$ cat config.mk
export PLATFORM = sky130hd
export DESIGN_NAME = asynchronous_fifo
export DESIGN_NICKNAME = d
export VERILOG_FILES = /design/src/rtl/asynchronous_fifo.sv
export SDC_FILE = /design/constraint.sdc
export NUM_CORES = 1
export LEC_CHECK = 0
export CAP_MARGIN = 20
export CORE_AREA = 2 2 142 144
export CTS_BUF_LIST = sky130_fd_sc_hd__clkbuf_8 sky130_fd_sc_hd__clkbuf_16
export DETAILED_ROUTE_END_ITERATION = 16
export DIE_AREA = 0 0 144 146
export DONT_BUFFER_PORTS = 1
export GPL_TIMING_DRIVEN = 0
export PLACE_DENSITY = 0.85
export SLEW_MARGIN = 5
export SYNTH_ARGS = -nofsm -noshare
export SYNTH_HDL_FRONTEND = slang
export SYNTH_SLANG_ARGS = --single-unit
$ cat constraint.sdc
create_clock -name clock -period 9.5 [get_ports clock]
set_clock_uncertainty 0.15 [all_clocks]
set_input_delay 1.9 -clock clock [delete_from_list [all_inputs] [get_ports clock]]
set_output_delay 1.9 -clock clock [all_outputs]
set_load 0.02 [all_outputs]
$ cat src/rtl/asynchronous_fifo.sv
// Single-clock FIFO with registered read data, a write-accept pulse and
// almost-empty / almost-full flags decoded from the occupancy count.
module asynchronous_fifo #(
    parameter int DATA_WIDTH = 32,
    parameter int ADDR_WIDTH = 3,
    parameter int AE_LEVEL   = 1,
    parameter int AF_LEVEL   = (1 << ADDR_WIDTH) - 1
) (
    input  logic                  clock,
    input  logic                  Clear_in,
    input  logic [DATA_WIDTH-1:0] Data_in,
    input  logic                  enable_write,
    output logic                  ack_write,
    output logic                  Full_out,
    input  logic                  enable_read,
    output logic [DATA_WIDTH-1:0] Data_out,
    output logic                  Empty_out
);
    localparam int DEPTH = 1 << ADDR_WIDTH;
    localparam logic [ADDR_WIDTH:0] DEPTH_C = DEPTH[ADDR_WIDTH:0];
    localparam logic [ADDR_WIDTH:0] AE_C    = AE_LEVEL[ADDR_WIDTH:0];
    localparam logic [ADDR_WIDTH:0] AF_C    = AF_LEVEL[ADDR_WIDTH:0];

    logic [DATA_WIDTH-1:0] mem [DEPTH];
    logic [ADDR_WIDTH-1:0] wp;
    logic [ADDR_WIDTH-1:0] rp;
    logic [ADDR_WIDTH:0]   cnt;
    logic                  wr_ok;
    logic                  rd_ok;

    // Acceptance uses the true full/empty state; the flags are advisory only.
    assign wr_ok = enable_write && (cnt < DEPTH_C);
    assign rd_ok = enable_read  && (cnt != '0);

    assign Empty_out = (cnt <= AE_C);
    assign Full_out  = (cnt >= AF_C);

    // Storage is never cleared; stale words are unreachable once pointers reset.
    always_ff @(posedge clock) begin
        if (wr_ok && !Clear_in) begin
            mem[wp] <= Data_in;
        end
    end

    always_ff @(posedge clock) begin
        if (Clear_in) begin
            wp        <= '0;
            rp        <= '0;
            cnt       <= '0;
            Data_out  <= '0;
            ack_write <= 1'b0;
        end else begin
            ack_write <= wr_ok;
            if (wr_ok) begin
                wp <= wp + 1'b1;
            end
            if (rd_ok) begin
                Data_out <= mem[rp];
                rp       <= rp + 1'b1;
            end
            case ({wr_ok, rd_ok})
                2'b10:   cnt <= cnt + 1'b1;
                2'b01:   cnt <= cnt - 1'b1;
                default: cnt <= cnt;
            endcase
        end
    end
endmodule

==> results of run 1 <==
layer usage:
| layer | vias up | routed length [um] | global-route usage, % |
|---|---|---|---|
| met3 | 79 | 2210 | 5.100 |
| met2 | 362 | 12820 | 40.95 |
| li1 | 2767 | - | - |
| met4 | 0 | 930 | 9.657 |
| met1 | 3242 | 9751 | 31.04 |
| met5 | - | 0 | 0 |
how the worst max path moves through the flow:
stage	startpoint	end	depth (start not counted)
after floorplan	enable_write	mem[0][0]$_DFFE_PP_	4
after global placement	enable_write	mem[0][8]$_DFFE_PP_	4
after detailed placement	enable_write	mem[1][8]$_DFFE_PP_	8
after CTS	enable_write	mem[1][5]$_DFFE_PP_	8
after global routing	enable_write	mem[1][0]$_DFFE_PP_	8
final	enable_write	mem[1][5]$_DFFE_PP_	8
cells by family after synthesis:
group           share of synthesized area [%]
buf+inv                                 2.994
compound gates                          6.270
simple gates                            4.133
fa+ha+maj                              0.7593
flops                                   74.12
xor+xnor                               0.5316
mux                                     11.20
power groups by stage:
stage	clock (uW)	sequential, uW	combinational, uW
2_1_floorplan	0	1640	586
3_3_place_gp	0	1660	726
3_5_place_dp	0	1660	769
4_1_cts	1110	1630	785
5_1_grt	1160	1640	837
6_report	1110	1630	794
cell usage after synthesis (2+ instances only):
cell type / number
buf_2: 15
a21oi_1: 35
nor3_2: 4
mux2i_1: 129
nor2b_1: 2
buf_6: 10
dfxtp_1: 43
xor2_1: 4
a22oi_1: 64
nor3_1: 30
clkbuf_1: 9
nand2_1: 7
nor2_1: 48
inv_1: 4
edfxtp_1: 256
nand2b_1: 2
buf_8: 6
xnor2_1: 3
ha_1: 7
sequential cells by signal, summed over array words and instances, names as in the netlist:
register and count:
cnt 4, ack_write 1, rp 3, Data_out 32, wp 3, mem 256
layout make-up:
type,count,area (sq um),area share [%]
sequential,299,8548,65.66
multi-input combinational,348,2695,20.70
clock buffer,27,675.6,5.190
tap,265,331.6,2.547
buffer,42,326.6,2.508
clock inverter,21,224.0,1.720
timing repair buffer,14,198.9,1.528
inverter,5,18.77,0.1442
worst max-delay path: stages:
cell     delay [ns]
and2b_1        0.19
inv_1          0.11
nor2_1         0.14
nand2_1        0.23
nor3_2         0.51
buf_4          0.29
buf_6          0.16
buf_4          0.23
cells in the final DEF (no fill, tap or decap), drive strengths merged:
cell      Yosys  final
nor2         48     48
nor2b         2      2
or4b          1      1
and2b         1      1
nand2b        2      2
and2          1      1
o311ai        1      1
a21o          1      1
o21a          1      1
nand2         7      7
a21oi        36     36
buf          32     46
xnor2         3      3
o31ai         1      1
clkinvlp      0      2
inv           5      7
nor3         34     34
edfxtp      256    256
or3           2      2
ha            7      7
dfxtp        43     43
bufinv        0      5
mux2i       129    129
o21ai         1      1
a211oi        1      1
clkbuf       10     37
nand4b        1      1
clkinv        0     12
xor2          4      4
a22oi        64     64
through the flow:
stage / power [uW] / instance area, sq um / hold WS, ns / setup slack, ns
2_1_floorplan: 2226 / 11530 / 0.3289 / 4.176
3_3_place_gp: 2383 / 11870 / 0.3513 / 2.195
3_5_place_dp: 2430 / 12120 / 0.3718 / 5.306
4_1_cts: 3529 / 13020 / 0.3823 / 5.826
5_1_grt: 3638 / 13020 / 0.4451 / 5.702
6_report: 3538 / 13020 / 0.3876 / 5.801
==> results.toml, run 1 <==
[synthesis]
yosysTopAreaCell = "edfxtp_1"
yosys_warnings = 0
synth_top_cells_by_area = "edfxtp_1 67%, mux2i_1 11%, dfxtp_1 7.5%, a22oi_1 4.2%, nor2_1 1.6%"
ys_types = 35
async_flop_share_pct = 0
yosys_register_bits = 299
syn_nets = 737
syn_area_sq_mm = 0.01153
synth_edf_count = 256
synth_top_area_share_pct = 66.65
synth_cells = 694
syn_area_per_cell_sq_um = 16.62
ys_seq_area_share_pct = 74.12
synth_ff_type = "edfxtp_1"

[grt]
gr-usage-all-layers_pct = 24.35
grt_pass1_wl_um = 38210
grt_max_degree = 26
grt_overflow = 0
antenna_found_initial = 0
grt_pass1_vias = 6703

[clocking]
htreeDepth = 1
clk_pin_slew_worst_paths_ns = 0.06
clkLatencyLatePin_ns = 0.53
cts-root-buf = "clkbuf_16"
holdBufCountCts = 0
clockBufferDepth = 3
post_cts.repair.setup_buffers = 0
numCtsBuffers = 27
cts_tree = "done"
post_cts_resized = 0
cts.sinks = 299

[layout]
n_fill_cell = 1178
layout-drive-gt1-share_pct = 14.15
antenna_cells = 0
fin_util_pct = 67.33
syn_to_final_growth_pct = 12.88
instances_no_fill = 1021
final_nets = 780

[pwr]
p_seq_share_pct = 46.1
swShare_pct = 29.63
power_density_mw_per_mm2 = 271.7
peakVddDrop_uv = 135.4
p_int_uw = 2489
clkPwrFrac_pct = 31.4
p_switching_uw = 1048
p_leak_uw = 0.004247
comb_power_share_pct = 22.4

[floorplan]
start_util_pct = 59.65
dieArea_sq_mm = 0.02102
rows = 51
fp.coreArea_sq_mm = 0.01933
die_x_um = 144
die_y_um = 146
boundaryPins = 71

[sta]
finalMaxSlewViolations = 0
max_freq_ghz = 0.2703
finalSetupTns_ns = 0
fin_crit_ns = 3.699
setup_viol = 0
rsz0062_at_grt = "false"
maxSlewHeadroom_pct = 50.04
post-route-period-util_pct = 38.94
hold_viol = 0
tightest_slew_ns = 0.7494

[min_path]
min_to = "rp[1]$_SDFFE_PP0P_"
hold_path.class = "reg2reg"
hold_start = "rp[1]$_SDFFE_PP0P_"
worstHoldPathCells = 2

[critical_path]
r2r_cells = 9
worstSetupPathType = "in2reg"
r2r_end = "cnt[2]$_SDFFE_PP0P_"
required_ns = 9.57
cp-start-kind = "input pin"
crit_path_max_fanout = 9
r2r_start = "cnt[0]$_SDFFE_PP0P_"
crit_arrival_ns = 3.77
r2r_slack_ns = 6.60
end_kind = "flip-flop"

[placed_design]
port_buffers = 0
placed_cells = 973
hpwl_um = 15530
routabilityCongestion = 0.8019

[job]
cap_viol_max_count = 0

[routing]
firstDrtPassIters = 5
wl_per_cell_um = 25.19
drt_iter0_markers = 705
route.detailed.drc = 0
vias_per_cell = 6.317
dr_total_vias = 6450
wl_um = 25720
ant_nets = 0

[run_status]
status = "complete, no violations"
(Power assumes the default switching activity.)
==> run 2, diff against run 1 <==
--- a/config.mk
+++ b/config.mk
@@ -6,13 +6,13 @@
 export NUM_CORES = 1
 export LEC_CHECK = 0
 export CAP_MARGIN = 20
-export CORE_AREA = 2 2 142 144
+export CORE_AREA = 2 2 146 148
 export CTS_BUF_LIST = sky130_fd_sc_hd__clkbuf_8 sky130_fd_sc_hd__clkbuf_16
 export DETAILED_ROUTE_END_ITERATION = 16
-export DIE_AREA = 0 0 144 146
+export DIE_AREA = 0 0 148 150
 export DONT_BUFFER_PORTS = 1
 export GPL_TIMING_DRIVEN = 0
-export PLACE_DENSITY = 0.85
+export PLACE_DENSITY = 0.84
 export SLEW_MARGIN = 5
 export SYNTH_ARGS = -nofsm -noshare
 export SYNTH_HDL_FRONTEND = slang
==> constraint.sdc (replaced) <==
create_clock -name clock -period 3 [get_ports clock]
set_clock_uncertainty 0.15 [all_clocks]
set_input_delay 0.6 -clock clock [delete_from_list [all_inputs] [get_ports clock]]
set_output_delay 0.6 -clock clock [all_outputs]
set_load 0.02 [all_outputs]
==> run 2 against run 1 <==
  * Final cell count increased by 4.7%
  * Clock power rose to 2.9 times the previous value
  * Worst setup slack worse by 5.6 ns
  * Critical path type is now reg2reg
  * Global-route usage decreased by 1.7 points
  * Highest routed layer unchanged
  * Sequential cell count unchanged
  * Total power rose to 3.1 times the previous value
  * Final area grew 2.7%
  * Largest power group unchanged
  * Register-to-register slack worse by 6.4 ns
  * Largest cell class unchanged
  * Sequential power grew to 3.2 times the previous value
==> results.toml, run 2 (synthesis results as in run 1) <==
[layout]
syn_to_final_growth_pct = 15.97
layout-drive-gt1-share_pct = 12.97
fin_util_pct = 64.65
final_cell_mix = "256 x edfxtp_1, 129 x mux2i_1, 64 x a22oi_1, 42 x dfxtp_1, 42 x nor2_1"
final_common_cell = "edfxtp_1"
largest_reg_flops = 256
antenna_cells = 0
final_nets = 815
n_fill_cell = 1365
top_regs = "mem (256), Data_out (32), cnt (4)"
top_register = "mem"

[critical_path]
crit_arrival_ns = 3.09
cp-start-kind = "flip-flop"
slowest_delay_ns = 0.49
crit_chain = "inv_1 -> ha_1 -> inv_1 -> o31ai_4 -> inv_2 -> clkbuf_4 -> ha_1 -> or4b_4 -> a21oi_2 -> xnor2_1 -> nor2_1"
crit_path_max_fanout = 10
required_ns = 3.28
cp_num_buf_inv = 4
worstSetupPathType = "reg2reg"
cpLargestDelayFamily = "buffers and inverters"
end_kind = "flip-flop"
slowest_stage = "or4b_4"

[routing]
drt_iter0_markers = 686
route.detailed.drc = 0
wl_um = 25220
firstDrtPassIters = 5
wl_per_cell_um = 23.59
vias_per_cell = 5.982
dr_total_vias = 6395
ant_nets = 0

[placed_design]
hpwl_um = 15600
port_buffers = 0
routabilityCongestion = 0.7612

[grt]
gr-usage-all-layers_pct = 22.70
grt_max_degree = 21
grt_pass1_vias = 6655
grt_overflow = 0
antenna_found_initial = 0
grt_pass1_wl_um = 37690

[clocking]
cts_tree = "done"
cts.sinks = 299
clockBufferDepth = 3
numCtsBuffers = 28
clk_pin_slew_worst_paths_ns = 0.06
cts-root-buf = "clkbuf_16"
clkLatencyLatePin_ns = 0.54
htreeDepth = 1

[run_status]
status = "complete, no violations"

[floorplan]
start_util_pct = 55.75
rows = 53
fp.coreArea_sq_mm = 0.02069
die_y_um = 150
boundaryPins = 71
dieArea_sq_mm = 0.02220
die_x_um = 148

[min_path]
hold_path.class = "in2reg"

[pwr]
power_density_mw_per_mm2 = 823.5
power_uw = 11010
peakVddDrop_uv = 518.9
p_leak_uw = 0.004399

[sta]
fin_crit_ns = 2.811
hold_viol = 0
setup_viol = 0
tightest_slew_ns = 0.8012
rsz0062_at_grt = "false"
hold_ws_ns = 0.1463
post-route-period-util_pct = 93.69
maxSlewHeadroom_pct = 46.58
max_freq_ghz = 0.3558
finalMaxSlewViolations = 0
finalSetupTns_ns = 0

[job]
cap_viol_max_count = 0
## run 2: cell count changes in the layout (fill, tap and decap cells not counted), sizes merged
cell,change
dlygate4sd3,+36
inv,+9
bufinv,-4
buf,-3
clkbuf,+3
clkinvlp,-2
clkinv,-1
## run 2: layout make-up
type	count	area (sq um)	share of cell area, %
sequential	299	8549	63.92
multi-input combinational	348	2708	20.24
clock buffer	29	714.4	5.341
timing repair buffer	48	570.5	4.266
tap	275	344.1	2.573
buffer	42	329.1	2.460
clock inverter	23	141.4	1.057
inverter	5	18.77	0.1403
## run 2: path summary, 6_finish.rpt
kind / startpoint / endpoint / slack [ns] / cells after the start
setup / recovery: cnt[1]$_SDFFE_PP0P_ / cnt[3]$_SDFFE_PP0P_ / 0.19 / 11
hold / removal: Clear_in / Data_out[27]$_SDFFE_PP0P_ / 0.15 / 2
setup reg to reg: cnt[1]$_SDFFE_PP0P_ / cnt[3]$_SDFFE_PP0P_ / 0.19 / 11
hold reg to reg: rp[1]$_SDFFE_PP0P_ / rp[1]$_SDFFE_PP0P_ / 0.39 / 2
## run 2: routing by layer
metal  wire length [um]  GRT usage, %  vias up  part of all wire, %
met5                  0             0        -                    0
met4                673         8.190        0                  2.7
met3               2220         4.390       50                  8.8
met2              12730         39.33      306                   50
met1               9595         28.69     3202                   38
li1                   -             -     2837                    -
## run 2: through the flow
stage,area (sq um),setup WS (ns),instances
after detailed placement,12140,0.1018,979
after global routing,13380,0.06337,1069
after global placement,11900,-1.351,969
after CTS,13320,0.03897,1063
after floorplan,11550,-0.1520,694
final,13380,0.1894,1069
## run 2: worst reg2reg max path, cell delays in order, from the launching register on
cell	delay, ns
dfxtp_1	0.38
inv_1	0.12
ha_1	0.22
inv_1	0.12
o31ai_4	0.10
inv_2	0.22
clkbuf_4	0.29
ha_1	0.26
or4b_4	0.49
a21oi_2	0.16
xnor2_1	0.13
nor2_1	0.05
## run 2: what timing repair did
action | CTS | global route
hold endpoints to repair | 250 | 6
hold buffers | 32 | 4
gates resized for setup | 0 | 2
setup endpoints to repair | 0 | 2
setup buffers | 0 | 2
## run 2: report_power, final
part	switching [uW]	total [uW]	internal, uW
combinational	1510	2590	1080
clock	1440	3250	1810
sequential	375	5170	4790
total	3330	11000	7680
